[src/rtl/mux_pipe_n1.sv]
// Two-stage pipelined 2^SEL_W:1 word selector with valid/ready flow control.
// Stage 1 picks one word per group, stage 2 picks the group; disabled channels are flagged and zeroed.
module mux_pipe_n1 #(
  parameter int WIDTH   = 32,
  parameter int SEL_W   = 4,
  parameter int GROUP_W = 3
) (
  input  logic                            clk,
  input  logic                            rst_n,
  input  logic [(1<<SEL_W)*WIDTH-1:0]     in_data,
  input  logic [SEL_W-1:0]                in_sel,
  input  logic                            in_valid,
  output logic                            in_ready,
  input  logic [(1<<SEL_W)-1:0]           ch_en,
  output logic [WIDTH-1:0]                out_data,
  output logic [SEL_W-1:0]                out_sel,
  output logic                            out_err,
  output logic                            out_valid,
  input  logic                            out_ready,
  output logic [7:0]                      err_cnt
);

  localparam int HI_W = SEL_W - GROUP_W;
  localparam int NG   = 1 << HI_W;

  logic [WIDTH-1:0] s1_grp_q [NG];
  logic [WIDTH-1:0] s1_grp_d [NG];
  logic [SEL_W-1:0] s1_sel_q, s1_sel_d;
  logic             s1_err_q, s1_err_d;
  logic             s1_valid_q, s1_valid_d;

  logic [WIDTH-1:0] out_data_q, out_data_d;
  logic [SEL_W-1:0] out_sel_q, out_sel_d;
  logic             out_err_q, out_err_d;
  logic             out_valid_q, out_valid_d;
  logic [7:0]       err_cnt_q, err_cnt_d;

  logic             in_xfer, out_xfer, s2_ready, s1_adv;
  logic [WIDTH-1:0] s2_word;

  assign s2_ready = ~out_valid_q | out_ready;
  assign in_ready = rst_n & (~s1_valid_q | s2_ready);
  assign in_xfer  = in_valid & in_ready;
  assign out_xfer = out_valid_q & out_ready;
  assign s1_adv   = s1_valid_q & s2_ready;

  // Each group register takes the channel sharing the low select bits within that group.
  generate
    for (genvar gi = 0; gi < NG; gi++) begin : g_grp
      localparam logic [HI_W-1:0] GRP = HI_W'(gi);
      logic [SEL_W-1:0] ch_idx;
      assign ch_idx       = {GRP, in_sel[GROUP_W-1:0]};
      assign s1_grp_d[gi] = in_data[int'(ch_idx)*WIDTH +: WIDTH];
    end
  endgenerate

  assign s2_word = s1_grp_q[s1_sel_q[SEL_W-1:GROUP_W]];

  always_comb begin
    s1_valid_d = s1_valid_q;
    s1_sel_d   = s1_sel_q;
    s1_err_d   = s1_err_q;
    if (in_xfer) begin
      s1_valid_d = 1'b1;
      s1_sel_d   = in_sel;
      s1_err_d   = ~ch_en[in_sel];
    end else if (s1_adv) begin
      s1_valid_d = 1'b0;
    end
  end

  always_comb begin
    out_valid_d = out_valid_q;
    out_data_d  = out_data_q;
    out_sel_d   = out_sel_q;
    out_err_d   = out_err_q;
    if (s1_adv) begin
      out_valid_d = 1'b1;
      out_data_d  = s1_err_q ? '0 : s2_word;
      out_sel_d   = s1_sel_q;
      out_err_d   = s1_err_q;
    end else if (out_xfer) begin
      out_valid_d = 1'b0;
    end
  end

  always_comb begin
    err_cnt_d = err_cnt_q;
    if (out_xfer && out_err_q && (err_cnt_q != 8'hFF)) begin
      err_cnt_d = err_cnt_q + 8'd1;
    end
  end

  // Group words carry no control meaning, so they are only load-enabled.
  always_ff @(posedge clk) begin
    if (in_xfer) begin
      for (int g = 0; g < NG; g++) begin
        s1_grp_q[g] <= s1_grp_d[g];
      end
    end
  end

  always_ff @(posedge clk or negedge rst_n) begin
    if (!rst_n) begin
      s1_valid_q  <= 1'b0;
      s1_sel_q    <= '0;
      s1_err_q    <= 1'b0;
      out_valid_q <= 1'b0;
      out_data_q  <= '0;
      out_sel_q   <= '0;
      out_err_q   <= 1'b0;
      err_cnt_q   <= '0;
    end else begin
      s1_valid_q  <= s1_valid_d;
      s1_sel_q    <= s1_sel_d;
      s1_err_q    <= s1_err_d;
      out_valid_q <= out_valid_d;
      out_data_q  <= out_data_d;
      out_sel_q   <= out_sel_d;
      out_err_q   <= out_err_d;
      err_cnt_q   <= err_cnt_d;
    end
  end

  assign out_data  = out_data_q;
  assign out_sel   = out_sel_q;
  assign out_err   = out_err_q;
  assign out_valid = out_valid_q;
  assign err_cnt   = err_cnt_q;

endmodule

[config.mk]
export PLATFORM = sky130hd
export DESIGN_NAME = mux_pipe_n1
export DESIGN_NICKNAME = d
export VERILOG_FILES = /design/src/rtl/mux_pipe_n1.sv
export SDC_FILE = /design/constraint.sdc
export NUM_CORES = 1
export LEC_CHECK = 0
export ABC_AREA = 0
export CAP_MARGIN = 10
export CORE_AREA = 2 2 227 229
export CTS_CLUSTER_SIZE = 16
export DETAILED_ROUTE_END_ITERATION = 8
export DIE_AREA = 0 0 229 231
export PLACE_DENSITY = 0.48
export RECOVER_POWER = 25
export SLEW_MARGIN = 20
export SYNTH_ARGS = -nofsm -noshare
export SYNTH_HDL_FRONTEND = slang
export SYNTH_SLANG_ARGS = --single-unit
[constraint.sdc]
create_clock -name clk -period 7.2 [get_ports clk]
set_clock_uncertainty 0.2 [all_clocks]
set_input_delay 2.16 -clock clk [delete_from_list [all_inputs] [get_ports clk]]
set_output_delay 2.16 -clock clk [all_outputs]
set_load 0.01 [all_outputs]
* Word-level counts from Yosys, hierarchy flattened
Memory sizes are Yosys's and may differ from the RTL's.
Index checks and enable logic that the tools add are counted.
Widths: inputs -> output; s select.
** Word-level totals
- Memories kept :: 1
- Register bits after elaboration :: 52
- Bits in writable memories :: 64
- Bits in latches :: 0
- Bits of input ports :: 536
- Output and inout bits :: 47
- Word-level logic and storage cells :: 36
- Bits in read-only memories :: 0
** Cells by class
- Div/mod/pow operators :: 0
- Multipliers :: 0
- Bitwise operators :: 9
- Eq/ne operators :: 1
- Add/sub/neg operators :: 1
- Multiplexer cells :: 9
- Shifts and indexed selects :: 2
- Magnitude comparators :: 1
- Reductions and logical operators :: 4
** Memory list
- s1_grp_q :: depth 2, bits a word 32, rd ports 1, clocked after memory_dff 0, wr ports 2, RTL line 26 : logic [WIDTH-1:0] s1_grp_q [NG];
** Operator list (count)
- $shiftx 512x10->32 :: 1
- $shiftx 512x9->32 :: 1
- $mux 32 :: 1
- $add 8x1->8 const B :: 1
- $ne 8x8->1 const B :: 1
- $mux 1 :: 7
- $lt 4x5->1 const B :: 1
- $and 1x1->1 :: 4
- $bmux 1 s4 :: 1
- $reduce_bool 2->1 :: 2
- $not 1->1 :: 3
- $logic_and 1x1->1 :: 2
- $or 1x1->1 :: 2

* Logic depth before layout (Yosys ltp)
- Depth after elaboration :: 7
- Depth in mapped cells :: 6
- Mapped depth without buffers :: 5

* Least setup slack after synthesis
No wires, ideal clock.
- Path kind :: input port to output port
- From :: input out_ready
- To :: output in_ready
- Data required time :: 4.840 ns
- Arrival :: 2.517 ns
- Cell stages on the path :: 2
- Path buffers :: 0
- Slack :: 2.323 ns
- Cells stage by stage :: nand3b_1 > and2_1
** On the way
- Cells in the longest elaborated chain, start to end :: 3
** Ends and longest elaborated chain
- start, declared :: RTL line 19 : input logic out_ready,
- $or 1x1->1 :: RTL line 41 : assign s2_ready = ~out_valid_q | out_ready;
- $or 1x1->1 :: RTL line 42 : assign in_ready = rst_n & (~s1_valid_q | s2_ready);
- $and 1x1->1 :: RTL line 42
- end, declared :: RTL line 13 : output logic in_ready,
No other way between the ends.

==> metrics.txt <==
first-pass GRT wire length=58380 um; vias in the first global route=8732; worst path bufs/invs=2; grt ovf=0; crit path cell chain=dlymetal6s2s_1 > buf_12 > mux4_2 > nand2_1 > nand2_1; largest net degree at the start of global routing=99; syn nets=1193; Comb pwr share=33.8%; Max stage delay on crit path=2590 ps; final core utilization=30.28%; top_reg_cell synth=edfxtp_1; Max Freq=164.9 MHz; first-pass iteration count of the detailed router=6; Skew-Pair Late Insertion Delay=410 ps; Worst Reg2Reg Path Length in Cells=5; # Post-CTS Setup Buffers=0; Max IR drop VDD=0.1483 mV; Post-synth EDFFs=64; total I/O pin count=583; data arrival time of the worst path=6020 ps; total number of vias=7809; Area Growth Syn to Fin=84.99%; Slew Limit Fails=54; Mapped Cells=656; asr flop ratio synth=44.83%; Seq cells post-synth=116; site row count=83; Clk pwr share=33.0%; root buffer cell=clkbuf_16; total negative slack=0 ps; TritonCTS Sinks=116; worst-path fanout max=55; most frequent cells in the layout=clkdlybuf4s50_1 (577), nand2_1 (239), mux4_2 (129), edfxtp_1 (64), dfrtp_1 (50); post-CTS resize count=0; initial antenna violation count=1; hold_ws=276.3 ps; LEAKAGE=5.724 nW; routing usage on met1=18.29%; # fillers=5258; Seq/Total Area, Yosys=38.85%; commonest non-fill, non-tap cell in the layout=clkdlybuf4s50_1; Final Wtd Congestion=0.8222; hold buffers post-CTS=0; hold depth=2; Routed WL=40270 um; TritonCTS Buffers=17; Final min period=6065 ps; sw frac=27.24%; CTS max path bufs=2; Max-cap violations=1; M3 GR Usage=3.656%; chip width=229 um; critical path depth=5; multi-input combinational cell area=4738 um^2; CTS tree=yes; post-synthesis cell area=8295 um^2; Crit-path slowest cell=dlymetal6s2s_1; Max transition margin=-146.4%; DR WL/cell=21.19 um; met2 global-route usage=26.29%; layout cells sized above 1=14.93%; H-Tree Depth=4; Final setup violation count=0; fin nets=1744; First DRT Iteration DRCs=295; Crit. End Element=register; post-synth top area cell=mux4_2; status=finished with violations; top post-synthesis cells by area=mux4_2 (35%), edfxtp_1 (23%), dfrtp_1 (16%), nand2_1 (11%), mux2i_1 (4.1%); Initial Utilization=16.37%; Avg Cell Area, Syn=12.65 um^2; sequential share of power=33.2%; Global Route Usage Sum=14.97%; Final Hold Violating Endpoints=0; IO buf count=582; fin crit share=84.24%; failing checks=max-capacitance violations, max-slew violations; worst-margin pin slew=3696 ps; RSZ-0062 raised after global routing=false; power density over cell area=175.1 nW/um^2; P_int=1.955 mW; Final HPWL DP=32220 um; switching power=0.7319 mW; crit start category=input pin; clock slew seen by the registers of the worst setup and hold paths=60 ps; family with the most delay on the worst path=buffers and inverters; sequential cell area=3226 um^2; Netlist cell types=33; DRC viols=0; Routed Antenna Nets=0; most used cell, CP=nand2_1; Die Y=231 um; drt via density=4.110; Yosys Warn Count=0; Die ar.=52900 um^2; WS Path Type=input pin to register; worst hold-check path type=register to register; Synth top area share=35.02%; Req. time, crit path=7160 ps; CORE AREA=50680 um^2; busiest grt layer=met2
[synthesized netlist by cell type, types with 2 or more instances]
| cell | number |
|---|---|
| mux2i_1 | 34 |
| xor2_1 | 2 |
| clkbuf_1 | 17 |
| inv_1 | 2 |
| buf_4 | 2 |
| buf_1 | 11 |
| mux4_2 | 129 |
| buf_6 | 6 |
| nand2b_1 | 2 |
| dfrtp_1 | 52 |
| edfxtp_1 | 64 |
| xnor2_1 | 5 |
| a21oi_1 | 2 |
| nand2_1 | 240 |
| buf_2 | 24 |
| nand4_1 | 4 |
| o31ai_1 | 32 |
| mux2_2 | 9 |
| nand3_1 | 5 |
[kinds of logic (layout without fill, tap and decap cells)]
| kind of cell | after synthesis | after routing | share of synthesized area, % |
|---|---|---|---|
| muxes | 172 | 172 | 40.35 |
| other | 0 | 1 | 0 |
| buffers and inverters | 62 | 625 | 3.801 |
| xor gates and xnor gates | 7 | 7 | 0.7391 |
| adders and majority gates | 1 | 1 | 0.1508 |
| AOI/OAI and AO/OA | 41 | 41 | 3.982 |
| and+or+nand+nor | 257 | 257 | 12.13 |
| DFF | 116 | 116 | 38.85 |
[state kept, by name (all words and copies together), names as in the netlist]
register and flops:
s1_err_q 1, out_sel 4, err_cnt 8, s1_sel_q 4, out_data 32, s1_valid_q 1, out_err 1, s1_grp_q 64
out_valid 1
[final timing paths]
check | from | to | slack (ps)
worst max-delay path | in_sel[0] | s1_grp_q[0][24]$_DFFE_PP_ | 1130
worst min-delay path | out_data[28]$_DFFE_PN0P_ | out_data[28]$_DFFE_PN0P_ | 280
worst max register to register | err_cnt[0]$_DFFE_PN0P_ | err_cnt[7]$_DFFE_PN0P_ | 4940
worst min register to register | out_data[28]$_DFFE_PN0P_ | out_data[28]$_DFFE_PN0P_ | 280
max in group asynchronous | rst_n | s1_err_q$_DFFE_PN0P_ | 4480
min in group asynchronous | rst_n | err_cnt[5]$_DFFE_PN0P_ | 1750
[layout make-up]
type                            instances  share of cell area [%]
Antenna cell                            1                 0.01631
Clock buffer                           20                   2.845
Clock inverter                         11                   1.044
Inverter                                2                 0.07338
Multi-Input combinational cell        478                   30.88
Sequential cell                       116                   21.02
Tap cell                              680                   5.544
Timing Repair Buffer                  592                   38.58
[power groups by stage]
stage	Clock (mW)	Combinational [mW]	Sequential [mW]
global route	0.956	0.981	0.907
detailed placement	0	0.925	0.907
global placement	0	0.920	0.903
finish	0.887	0.908	0.891
floorplan	0	0.343	0.906
CTS	0.925	0.928	0.895
[per-stage QoR]
stage / instances / total power [mW] / setup WS (ps) / instance area, um^2
final: 1900 / 2.687 / 1135 / 15350
after global routing: 1899 / 2.844 / 660.9 / 15340
after CTS: 1899 / 2.749 / 1367 / 15370
after detailed placement: 1868 / 1.833 / 1376 / 14780
after global placement: 1868 / 1.823 / 1381 / 14780
after floorplan: 656 / 1.249 / 2323 / 8295
[tightest hold or removal path, delay by kind of cell (launching register included)]
| kind | cells | cell delay, ps |
|---|---|---|
| flops | 1 | 340 |
| simple gates | 1 | 50 |
| compound gates | 1 | 50 |
[routing by layer]
layer | routed length [um] | share of wire [%] | vias up
li1 | - | - | 3621
met1 | 16550 | 41 | 3828
met2 | 20570 | 51 | 331
met3 | 2481 | 6.2 | 29
met4 | 669 | 1.7 | 0
met5 | 0 | 0 | -
(Power assumes the default switching activity.)
